**config.mk**
```make
export PLATFORM = sky130hd
export DESIGN_NAME = hangman_core_param
export DESIGN_NICKNAME = d
export VERILOG_FILES = /design/src/rtl/hangman_pkg.sv /design/src/rtl/hangman_miss_tracker.sv /design/src/rtl/hangman_core_param.sv
export SDC_FILE = /design/constraint.sdc
export NUM_CORES = 1
export LEC_CHECK = 0
export CAP_MARGIN = 20
export CORE_UTILIZATION = 51
export DETAILED_ROUTE_END_ITERATION = 16
export PLACE_DENSITY_LB_ADDON = 0.12
export SLEW_MARGIN = 25
export SYNTH_ARGS = -nofsm -noshare
export SYNTH_HDL_FRONTEND = slang
export SYNTH_SLANG_ARGS = --single-unit
```
**constraint.sdc**
```tcl
create_clock -name clk -period 4.54 [get_ports clk]
set_clock_uncertainty 0.05 [all_clocks]
set_input_delay 1.135 -clock clk [delete_from_list [all_inputs] [get_ports clk]]
set_output_delay 1.135 -clock clk [all_outputs]
set_load 0.03 [all_outputs]
```
**src/rtl/hangman_pkg.sv**
```systemverilog
// Shared types and default sizing for the parametrised hangman engine.
package hangman_pkg;

    localparam int DEF_WORD_LEN   = 5;
    localparam int DEF_LETTER_W   = 5;
    localparam int DEF_MAX_MISSES = 7;

    typedef enum logic [2:0] {
        ST_IDLE  = 3'd0,
        ST_READY = 3'd1,
        ST_SCAN  = 3'd2,
        ST_EVAL  = 3'd3,
        ST_WON   = 3'd4,
        ST_LOST  = 3'd5
    } state_e;

    typedef enum logic [1:0] {
        RES_NONE   = 2'b00,
        RES_HIT    = 2'b01,
        RES_MISS   = 2'b10,
        RES_REPEAT = 2'b11
    } result_e;

endpackage

```
**src/rtl/hangman_miss_tracker.sv**
```systemverilog
// Miss bookkeeping: one history bit per letter code plus a saturating miss
// counter. A letter already in the history is reported so the core can
// treat a repeated wrong guess as free.
module hangman_miss_tracker
    import hangman_pkg::*;
#(
    parameter int LETTER_W   = DEF_LETTER_W,
    parameter int MAX_MISSES = DEF_MAX_MISSES,
    parameter int MISS_W     = $clog2(MAX_MISSES + 1)
) (
    input  logic                clk,
    input  logic                reset,
    input  logic                clear_i,
    input  logic [LETTER_W-1:0] test_letter_i,
    output logic                test_seen_o,
    input  logic                record_i,
    input  logic [LETTER_W-1:0] record_letter_i,
    output logic [MISS_W-1:0]   misses_o
);

    localparam int                HIST_N   = 1 << LETTER_W;
    localparam logic [MISS_W-1:0] MISS_MAX = MISS_W'(MAX_MISSES);

    logic [HIST_N-1:0] hist_q;
    logic [MISS_W-1:0] misses_q;

    // History and counter: cleared on reset or IDLE entry, updated on a recorded miss.
    always_ff @(posedge clk) begin
        if (!reset) begin
            hist_q   <= '0;
            misses_q <= '0;
        end else if (clear_i) begin
            hist_q   <= '0;
            misses_q <= '0;
        end else if (record_i) begin
            hist_q[record_letter_i] <= 1'b1;
            if (misses_q != MISS_MAX) begin
                misses_q <= misses_q + MISS_W'(1);
            end
        end
    end

    assign test_seen_o = hist_q[test_letter_i];
    assign misses_o    = misses_q;

endmodule

```
**src/rtl/hangman_core_param.sv**
```systemverilog
// Blind-hangman engine. The guess is compared against one letter position
// per cycle; the verdict is formed during the last scan cycle so that it is
// registered and presented in EVAL together with the updated miss count.
module hangman_core_param
    import hangman_pkg::*;
#(
    parameter int WORD_LEN   = DEF_WORD_LEN,
    parameter int LETTER_W   = DEF_LETTER_W,
    parameter int MAX_MISSES = DEF_MAX_MISSES,
    parameter int MISS_W     = $clog2(MAX_MISSES + 1)
) (
    input  logic                         clk,
    input  logic                         reset,
    input  logic                         new_game,
    input  logic                         word_load,
    input  logic [WORD_LEN*LETTER_W-1:0] word_in,
    input  logic                         guess_valid,
    input  logic [LETTER_W-1:0]          guess_letter,
    output logic [WORD_LEN-1:0]          revealed,
    output logic [MISS_W-1:0]            misses,
    output logic                         busy,
    output logic                         result_valid,
    output logic [1:0]                   result_code,
    output logic                         game_won,
    output logic                         game_lost
);

    localparam int                  POS_W        = $clog2(WORD_LEN);
    localparam int                  WORD_W       = WORD_LEN * LETTER_W;
    localparam logic [POS_W-1:0]    LAST_POS     = POS_W'(WORD_LEN - 1);
    localparam logic [WORD_LEN-1:0] FIRST_BIT    = {1'b1, {(WORD_LEN-1){1'b0}}};
    localparam logic [WORD_LEN-1:0] ALL_REVEALED = '1;
    localparam logic [MISS_W-1:0]   MISS_LIMIT   = MISS_W'(MAX_MISSES);

    state_e              state_q;
    logic [WORD_W-1:0]   word_q;
    logic [LETTER_W-1:0] guess_q;
    logic [POS_W-1:0]    pos_q;
    logic                hit_q;
    logic                new_q;
    logic [WORD_LEN-1:0] revealed_q;
    logic                busy_q;
    logic                rv_q;
    result_e             rc_q;
    logic                won_q;
    logic                lost_q;

    logic [LETTER_W-1:0] cur_letter;
    logic [WORD_LEN-1:0] pos_mask;
    logic                match;
    logic                hit_d;
    logic                new_d;
    logic [WORD_LEN-1:0] revealed_d;
    logic                last_scan;
    logic                hist_seen;
    result_e             verdict_d;
    logic                record_miss;
    logic                tracker_clear;
    logic [MISS_W-1:0]   misses_w;
    logic                eval_won;
    logic                eval_lost;
    logic                guess_accept;

    // Current-position compare and the verdict it would produce if this is the last position.
    always_comb begin
        cur_letter = '0;
        for (int p = 0; p < WORD_LEN; p++) begin
            if (pos_q == POS_W'(p)) begin
                cur_letter = word_q[(WORD_LEN-1-p)*LETTER_W +: LETTER_W];
            end
        end
        pos_mask   = FIRST_BIT >> pos_q;
        match      = (cur_letter == guess_q);
        hit_d      = hit_q | match;
        new_d      = new_q | (match & ~|(revealed_q & pos_mask));
        revealed_d = match ? (revealed_q | pos_mask) : revealed_q;
        last_scan  = (state_q == ST_SCAN) && (pos_q == LAST_POS);
        if (hit_d) begin
            verdict_d = new_d ? RES_HIT : RES_REPEAT;
        end else begin
            verdict_d = hist_seen ? RES_REPEAT : RES_MISS;
        end
    end

    assign eval_won      = (revealed_q == ALL_REVEALED);
    assign eval_lost     = (misses_w == MISS_LIMIT);
    assign record_miss   = last_scan && !new_game && !hit_d && !hist_seen;
    assign tracker_clear = new_game || ((state_q == ST_IDLE) && word_load);
    assign guess_accept  = !new_game && guess_valid &&
                           ((state_q == ST_READY) ||
                            ((state_q == ST_EVAL) && !eval_won && !eval_lost));

    hangman_miss_tracker #(
        .LETTER_W   (LETTER_W),
        .MAX_MISSES (MAX_MISSES),
        .MISS_W     (MISS_W)
    ) u_tracker (
        .clk             (clk),
        .reset           (reset),
        .clear_i         (tracker_clear),
        .test_letter_i   (guess_q),
        .test_seen_o     (hist_seen),
        .record_i        (record_miss),
        .record_letter_i (guess_q),
        .misses_o        (misses_w)
    );

    // Word and guess holding registers: plain data, loaded only when accepted.
    always_ff @(posedge clk) begin
        if ((state_q == ST_IDLE) && word_load && !new_game) begin
            word_q <= word_in;
        end
        if (guess_accept) begin
            guess_q <= guess_letter;
        end
    end

    // Game FSM with registered status and verdict outputs.
    always_ff @(posedge clk) begin
        if (!reset) begin
            state_q    <= ST_IDLE;
            pos_q      <= '0;
            hit_q      <= 1'b0;
            new_q      <= 1'b0;
            revealed_q <= '0;
            busy_q     <= 1'b0;
            rv_q       <= 1'b0;
            rc_q       <= RES_NONE;
            won_q      <= 1'b0;
            lost_q     <= 1'b0;
        end else begin
            rv_q <= 1'b0;
            rc_q <= RES_NONE;
            if (new_game) begin
                state_q    <= ST_IDLE;
                revealed_q <= '0;
                busy_q     <= 1'b0;
                won_q      <= 1'b0;
                lost_q     <= 1'b0;
            end else begin
                unique case (state_q)
                    ST_IDLE: begin
                        if (word_load) begin
                            revealed_q <= '0;
                            state_q    <= ST_READY;
                        end
                    end
                    ST_READY: begin
                        if (guess_valid) begin
                            pos_q   <= '0;
                            hit_q   <= 1'b0;
                            new_q   <= 1'b0;
                            busy_q  <= 1'b1;
                            state_q <= ST_SCAN;
                        end
                    end
                    ST_SCAN: begin
                        hit_q      <= hit_d;
                        new_q      <= new_d;
                        revealed_q <= revealed_d;
                        if (pos_q == LAST_POS) begin
                            state_q <= ST_EVAL;
                            rv_q    <= 1'b1;
                            rc_q    <= verdict_d;
                        end else begin
                            pos_q <= pos_q + POS_W'(1);
                        end
                    end
                    ST_EVAL: begin
                        if (eval_won) begin
                            busy_q  <= 1'b0;
                            won_q   <= 1'b1;
                            state_q <= ST_WON;
                        end else if (eval_lost) begin
                            busy_q  <= 1'b0;
                            lost_q  <= 1'b1;
                            state_q <= ST_LOST;
                        end else if (guess_valid) begin
                            pos_q   <= '0;
                            hit_q   <= 1'b0;
                            new_q   <= 1'b0;
                            state_q <= ST_SCAN;
                        end else begin
                            busy_q  <= 1'b0;
                            state_q <= ST_READY;
                        end
                    end
                    default: begin
                        // WON and LOST hold until new_game or reset
                    end
                endcase
            end
        end
    end

    assign revealed     = revealed_q;
    assign misses       = misses_w;
    assign busy         = busy_q;
    assign result_valid = rv_q;
    assign result_code  = rc_q;
    assign game_won     = won_q;
    assign game_lost    = lost_q;

endmodule
```
; ---- Word-level counts from Yosys, hierarchy flattened
; Cells that the tools add are included.
[op_classes]
addsub = 2
magnitude_cmp = 2
eq_ne = 19
shift = 1
muxes = 41
bitwise_logic = 11
n_reduce_logical = 38
[op_table]
columns = cell, count
row1 = $mux 5, 7
row2 = $or 32x32->32, 1
row3 = $mux 3, 9
row4 = $mux 1, 14
row5 = $eq 3x2->1 const B, 4
row6 = $ne 2x2->1 const B, 6
row7 = $pmux 3 s4, 1
row8 = $logic_and 1x1->1, 11
row9 = $pmux 5 s2, 1
row10 = $pmux 3 s3, 1
row11 = $reduce_and 3->1, 3
row12 = $reduce_and 4->1, 2
row13 = $add 3x1->3 const B, 2
row14 = $eq 3x1->1 const B, 2
row15 = $eq 3x3->1 const B, 2
row16 = $logic_not 1->1, 6
row17 = $logic_not 3->1, 2
row18 = $lt 5x6->1 const B, 1
row19 = $mux 2, 3
row20 = $pmux 1 s3, 2
row21 = $and 5x5->5, 1
row22 = $bmux 1 s5, 1
row23 = $demux 1 s5, 1
row24 = $eq 5x5->1, 1
row25 = 21 further kinds, 30
[word_totals]
regBits = 84
inputBits = 35
out_inout_bits = 14
wordCells = 128

; ---- Depth between registers and ports, before layout
; Gate-level depths: netlist of run 1.
[logic_depth]
word_depth = 12
mapped_depth = 13
ltp_nobuf = 9

; ---- Modules after synthesis
; A second synthesis of run 1 with hierarchy kept.
[hier_totals]
hier_cells = 369
hier_area_um2 = 3712.3
[by_module_without_submodules]
columns = mod, instances, cells_each, area_each_um2
row1 = hangman_core_param, 1, 199, 2212.1
row2 = hangman_miss_tracker, 1, 170, 1500.2

; ---- Worst setup path after synthesis of run 1
; No wires, ideal clock.
[synth_timing]
path_type = in2reg
from = input port new_game
to = register word_q[0] (enable)
setup_ps = 471
arrival_ps = 3639
path_slack_ps = 380
cell_stages = 1
n_path_buf = 0
cell_sequence = nor4bb_1
[synth_between]
elab_chain_len = 2
[synth_lines]
columns = element, line
row1 = start: declaration, hangman_core_param.sv:14  ; input logic new_game,
row2 = $logic_not 1->1, hangman_core_param.sv:110  ; if ((state_q == ST_IDLE) && word_load && !new_game) begin
row3 = $logic_and 1x1->1, hangman_core_param.sv:110
row4 = end signal: assignment, hangman_core_param.sv:111  ; word_q <= word_in;
row5 = end: declaration, hangman_core_param.sv:36  ; logic [WORD_W-1:0] word_q;
; No other way between the ends.
; A chain may end at the register's enable or synchronous reset.

; ---- Worst setup path after layout of run 1
[layout_timing]
from = register pos_q[2]
to = register rc_q[1] (netlist: result_code[1])
[layout_between]
elab_chain_len = 11
word_cells_on_any_way = 22
[layout_lines]
columns = element, line
row1 = start: declaration, hangman_core_param.sv:38  ; logic [POS_W-1:0] pos_q;
row2 = start signal: assignment, hangman_core_param.sv:166  ; pos_q <= pos_q + POS_W'(1);
row3 = $logic_not 3->1, hangman_core_param.sv:68  ; if (pos_q == POS_W'(p)) begin
row4 = $mux 5 (5 in series), hangman_core_param.sv:68
row5 = $eq 5x5->1, hangman_core_param.sv:73  ; match = (cur_letter == guess_q);
row6 = $and 1x1->1, hangman_core_param.sv:75  ; new_d = new_q | (match & ~|(revealed_q & pos_mask));
row7 = $or 1x1->1, hangman_core_param.sv:75
row8 = $mux 2, hangman_core_param.sv:79  ; verdict_d = new_d ? RES_HIT : RES_REPEAT;
row9 = $mux 2, hangman_core_param.sv:78  ; if (hit_d) begin
row10 = end signal: assignment, hangman_core_param.sv:164  ; rc_q <= verdict_d;
row11 = end: declaration, hangman_core_param.sv:44  ; result_e rc_q;
; Several ways; a longest one is shown, not always the timed one.

==> results of run 1 <==
-- cells in the mapped netlist (all sizes together), types with 9 or more instances --
master  count  area (µm²)
edfxtp     30         901
a21oi      15        75.1
inv        10        37.5
nand2      53         199
o21ai      36         180
nand3      11        55.1
dfxtp      54        1080
nand3b      9        67.6
nor2       19        71.3
clkbuf     14        52.6
-- final timing paths --
path,from,to,slack (ps),depth (start not counted)
worst min-delay path,u_tracker.hist_q[1]$_SDFFE_PP0P_,u_tracker.hist_q[1]$_SDFFE_PP0P_,400,2
worst max-delay path,pos_q[2]$_SDFFE_PN0P_,result_code[1]$_SDFF_PP0_,1140,9
worst min register to register,u_tracker.hist_q[1]$_SDFFE_PP0P_,u_tracker.hist_q[1]$_SDFFE_PP0P_,400,2
worst max register to register,pos_q[2]$_SDFFE_PN0P_,result_code[1]$_SDFF_PP0_,1140,9
-- cells in the final DEF, fill, tap and decap left out, types with 4 or more instances in the layout --
cell / n
and3_1: 6
nand2b_1: 7
nand2_1: 53
and2_1: 5
o21ai_1: 17
a31oi_1: 6
o21ai_0: 19
mux2i_1: 7
inv_1: 10
nor2b_1: 7
a211oi_1: 4
dfxtp_1: 54
ha_1: 7
nand3b_1: 9
mux4_2: 7
nor2_1: 19
nor3_1: 4
clkbuf_8: 9
a21oi_1: 15
clkdlybuf4s50_1: 48
edfxtp_1: 30
nand3_1: 11
-- state kept, by name (all words and copies together) (netlist names), 2 cells and up --
name	cells
u_tracker.hist_q	32
word_q	25
guess_q	5
revealed	5
pos_q	3
state_q	3
u_tracker.misses_o	3
result_code	2
-- power breakdown --
| part | total (µW) | internal [µW] | leakage, µW | switching (µW) |
|---|---|---|---|---|
| Sequential | 798 | 792 | 0.000713 | 6.45 |
| Combinational | 71.0 | 39.3 | 0.000728 | 31.7 |
| Clock | 515 | 256 | 0.0000929 | 259 |
| Total | 1380 | 1090 | 0.00153 | 297 |
-- worst register-to-register path: cells and delay by family (launching register included) --
family / cells / cell delay [ps]
compound gates: 4 / 810
fa+ha+maj: 1 / 350
buf+inv: 1 / 180
simple gates: 3 / 1310
flops: 1 / 600
-- logic make-up (layout without fill, tap and decap cells) --
| group | count (synthesis) | count (layout) | share of synthesized area |
|---|---|---|---|
| buf+inv | 31 | 77 | 0.0364 |
| simple gates | 131 | 131 | 0.180 |
| compound gates | 89 | 89 | 0.158 |
| mux | 14 | 14 | 0.0620 |
| flops | 84 | 84 | 0.539 |
| fa+ha+maj | 7 | 7 | 0.0238 |
-- layout make-up --
| class | instances | share of cell area |
|---|---|---|
| inverter | 10 | 0.00852 |
| tap | 96 | 0.0273 |
| clock inverter | 4 | 0.0111 |
| sequential | 84 | 0.450 |
| timing repair buffer | 51 | 0.114 |
| clock buffer | 12 | 0.0307 |
| multi-input combinational | 241 | 0.359 |
-- metal layers --
layer	vias up	wire (µm)	global-route usage	part of all wire
li1	1374	-	-	-
met1	1366	3440	0.284	0.43
met2	75	4010	0.387	0.50
met3	8	455	0.0616	0.057
met4	0	78	0.0682	0.0098
met5	-	0	0	0
-- metrics by stage --
step / setup slack [ps] / instances / hold WS, ps / util / instance area [µm²]
finish: 1140 / 498 / 397 / 0.642 / 4410
global route: 949 / 498 / 420 / 0.642 / 4410
floorplan: 380 / 356 / 370 / - / 3670
global placement: 1150 / 482 / 379 / 0.615 / 4220
detailed placement: 1190 / 482 / 387 / 0.615 / 4220
CTS: 1170 / 498 / 403 / 0.642 / 4410
==> impl_metrics.yaml, run 1 <==
status:
  outcome: "finished clean"
setup_path:
  timing.critical_path.max_delay_family: "simple AND/OR/NAND/NOR gates"
  cp_cell_sequence: "inv_1, ha_1, or2_1, a2111oi_0, a211oi_1, nor4_2, and2_1, a21oi_1, o21a_1"
  cp_num_buf_inv: 1
  worstPathArrival_ps: 3590
  required_ps: 4740
  critical_path.max_stage_delay_ps: 600
  timing.critical_path.from_type: "flip-flop"
  worstSetupEndpointType: "flip-flop"
  path_max_fanout: 14
  worst_path_max_delay_cell: "dfxtp_1"
  worstSetupPathType: "reg2reg"
detailed_routing:
  vias_per_cell: 5.67
  antenna_violating_nets_post_route: 0
  totalWireLength_um: 7980
  drt-wirelength-per-cell_um: 16.0
  detail_route.iter0.violations: 181
  routed_vias: 2823
  firstDrtPassIters: 4
  drc: 0
synth:
  yosys_register_bits: 84
  synth_nets: 398
  post_synth_num_cell_types: 50
  postSynth.asyncResetShare: 0
  synthesis.instances: 356
  synth_enable_flop_cells: 30
  synthesis.area_um2: 3670
  post_synth.cell_area_avg_um2: 10.3
  synth.yosys.warnings: 0
  synth-seq-area-share: 0.539
  yosys_most_used_dff: "dfxtp_1"
floorplanning:
  floorplan.core_area_um2: 6870
  die-area_um2: 7550
  die_width_um: 86.9
  fp-row-count: 30
  top_level_ports: 49
  chipHeight_um: 86.9
  initial_utilization: 0.535
finish:
  fillerInstances: 570
  multiInputGateArea_um2: 1580
  insertedDiodeCount: 0
  nNetsFinal: 439
  register_area_um2: 1980
  layout-drive-gt1-share: 0.0771
  area_growth_pct: 19.9
grt:
  number_of_global_route_vias_before_repair: 2699
  overall_track_demand_over_capacity_in_global_routing: 0.228
  grt_max_degree: 26
  grt_pass1_wl_um: 13000
  gr-total-overflow: 0
  antenna_found_initial: 0
timing:
  max-slew-margin-rel: 0.500
  setup_viol_count_final: 0
  final.period_utilization: 0.748
  fin_tns_setup_ps: 0
  drv_slew: 0
  tightest_pin_transition_ps: 749
  rsz_0062_raised_after_global_routing: "false"
  achievable-frequency_mhz: 294
  period_minus_slack_ps: 3400
  final-hold-violation-count: 0
worst_hold_path:
  min_path_type: "reg2reg"
cts:
  post_cts.resized_instances: 0
  numCtsBuffers: 9
  post_cts_hold_buffer_count: 0
  clock_tree_buf_depth: 2
  cts-htree-levels: 3
  insertion_delay_ps: 360
  clock-root-buffer: "clkbuf_8"
  cts_tree: "built"
  post_cts.repair.setup_buffers: 0
  cts.reportedPaths.clkPinSlew_ps: 80
  numClockSinks: 84
power_and_ir_drop:
  power.leakage_uw: 0.00153
  post-layout-total-power_uw: 1380
  power_density_nw_per_um2: 314
  irDropWorstVdd_mv: 0.180
placed_design:
  dp_hpwl_um: 5590
  gpl.final_weighted_congestion: 0.865
  placement.io_buffers: 48
flow_run:
  max_cap_viol_count: 0
(Power assumes the default switching activity.)
==> run 2, diff against run 1 <==
clock period = 3.3 ns   (was 4.54 ns; I/O delays follow)
==> impl_metrics.yaml, run 2 (same netlist as run 1, synthesis figures left out) <==
placed_design:
  dp_hpwl_um: 5630
  placement.io_buffers: 48
  gpl.final_weighted_congestion: 0.803
timing:
  max-slew-margin-rel: 0.674
  drv_slew: 0
  achievable-frequency_mhz: 330
  period_minus_slack_ps: 3030
  setup_viol_count_final: 0
  final.period_utilization: 0.917
  final-hold-violation-count: 0
  worst_hold_slack_ps: 402
  rsz_0062_raised_after_global_routing: "false"
  tightest_pin_transition_ps: 488
  fin_tns_setup_ps: 0
grt:
  gr-total-overflow: 0
  overall_track_demand_over_capacity_in_global_routing: 0.238
  number_of_global_route_vias_before_repair: 2832
  grt_pass1_wl_um: 13500
  grt_max_degree: 39
  antenna_found_initial: 0
detailed_routing:
  detail_route.iter0.violations: 189
  antenna_violating_nets_post_route: 0
  totalWireLength_um: 8140
  routed_vias: 2841
  vias_per_cell: 5.64
  firstDrtPassIters: 4
  drt-wirelength-per-cell_um: 16.2
  drc: 0
finish:
  area_growth_pct: 22.9
  largest_register: "u_tracker.hist_q"
  nNetsFinal: 445
  insertedDiodeCount: 0
  layout_common_cells: "dfxtp_1 (54), nand2_1 (53), clkdlybuf4s50_1 (48), edfxtp_1 (30)"
  fillerInstances: 555
  largest_registers: "u_tracker.hist_q x32, word_q x25"
  multiInputGateArea_um2: 1580
  layout-drive-gt1-share: 0.100
  register_area_um2: 1980
  largest_register_ffs: 32
  final_common_cell: "dfxtp_1"
setup_path:
  worst_r2r_setup_slack_ps: 270
  reg2reg_from: "pos_q[0]$_SDFFE_PN0P_"
  worstSetupPathType: "reg2reg"
  critPathLaunch: "pos_q[0]$_SDFFE_PN0P_"
  required_ps: 3520
  worstSetupEndpointType: "flip-flop"
  worst_r2r_endpoint: "u_tracker.hist_q[26]$_SDFFE_PP0P_"
  worst-r2r-cell-count: 9
  worstPathArrival_ps: 3250
  timing.critical_path.from_type: "flip-flop"
  path_max_fanout: 11
cts:
  clock-root-buffer: "clkbuf_8"
  cts_tree: "built"
  numClockSinks: 84
  clock_tree_buf_depth: 2
  numCtsBuffers: 9
  cts.reportedPaths.clkPinSlew_ps: 90
  insertion_delay_ps: 360
  cts-htree-levels: 3
  post_cts.repair.setup_buffers: 0
power_and_ir_drop:
  power_frac_clock: 0.410
  power_density_nw_per_um2: 450
  power.leakage_uw: 0.00160
  power.share.combinational: 0.050
  switching_share: 0.209
  power_report.internal_total_uw: 1610
  irDropWorstVdd_mv: 0.238
  sequentialPowerShare: 0.540
  p_sw_uw: 424
worst_hold_path:
  holdPathEnd: "u_tracker.hist_q[13]$_SDFFE_PP0P_"
  worst_hold_startpoint: "u_tracker.hist_q[13]$_SDFFE_PP0P_"
  hold_path_depth: 2
  min_path_type: "reg2reg"
floorplanning:
  initial_utilization: 0.535
  floorplan.core_area_um2: 6870
  chipHeight_um: 86.9
  die-area_um2: 7550
  die_width_um: 86.9
  top_level_ports: 49
  fp-row-count: 30
flow_run:
  max_cap_viol_count: 0
status:
  outcome: "finished clean"
run 2: changes by cell type in the layout (fill, tap and decap cells not counted), sizes merged:
cell    delta
inv        -1
clkinv     +1
buf        +6
run 2: power by group through the flow:
stage | Sequential [µW] | Clock (µW) | Combinational, µW
3_5_place_dp | 1120 | 0 | 101
5_1_grt | 1100 | 884 | 110
3_3_place_gp | 1120 | 0 | 101
4_1_cts | 1100 | 848 | 102
6_report | 1100 | 833 | 101
2_1_floorplan | 1120 | 0 | 43.0
run 2: per-layer routing:
layer	up-vias	routed length (µm)	part of all wire	GRT usage
met1	1369	3680	0.45	0.308
met3	8	382	0.047	0.0502
met4	0	130	0.016	0.0879
met2	74	3950	0.48	0.392
met5	-	0	0	0
li1	1390	-	-	-
run 2: worst max path at each step:
stage	end	slack (ps)	depth (start not counted)
detailed placement	u_tracker.hist_q[20]$_SDFFE_PP0P_	250	9
floorplan	result_code[1]$_SDFF_PP0_	390	13
finish	u_tracker.hist_q[26]$_SDFFE_PP0P_	270	9
global route	u_tracker.hist_q[0]$_SDFFE_PP0P_	10	9
CTS	u_tracker.hist_q[26]$_SDFFE_PP0P_	160	9
global placement	u_tracker.hist_q[20]$_SDFFE_PP0P_	280	9
run 2: critical path, cell delays in order, from the launching register on:
cell and delay (ps):
dfxtp_1 360, inv_1 90, ha_1 430, and2_1 330, o21ai_0 140, or3_1 310
and4b_1 250, a211oi_4 350, nand3_1 330, o21ai_0 290
run 2: what timing repair did:
action	in CTS	in global routing
hold buffers	0	0
resized for setup	0	1
endpoints found under the setup margin	0	11
run 2: through the flow:
| stage | setup slack, ps | utilization | power [µW] | cell area, µm² | std cells |
|---|---|---|---|---|---|
| CTS | 162 | 0.658 | 2050 | 4520 | 504 |
| floorplan | 386 | - | 1160 | 3680 | 356 |
| detailed placement | 248 | 0.623 | 1220 | 4280 | 488 |
| finish | 274 | 0.658 | 2030 | 4520 | 504 |
| global route | 13.9 | 0.658 | 2090 | 4520 | 504 |
| global placement | 278 | 0.623 | 1220 | 4280 | 488 |
run 2: cell type report:
cell class,instances,area share
Clock buffer,12,0.0415
Clock inverter,4,0.0111
Inverter,10,0.00831
Multi-Input combinational cell,241,0.350
Sequential cell,84,0.439
Tap cell,96,0.0266
Timing Repair Buffer,57,0.124
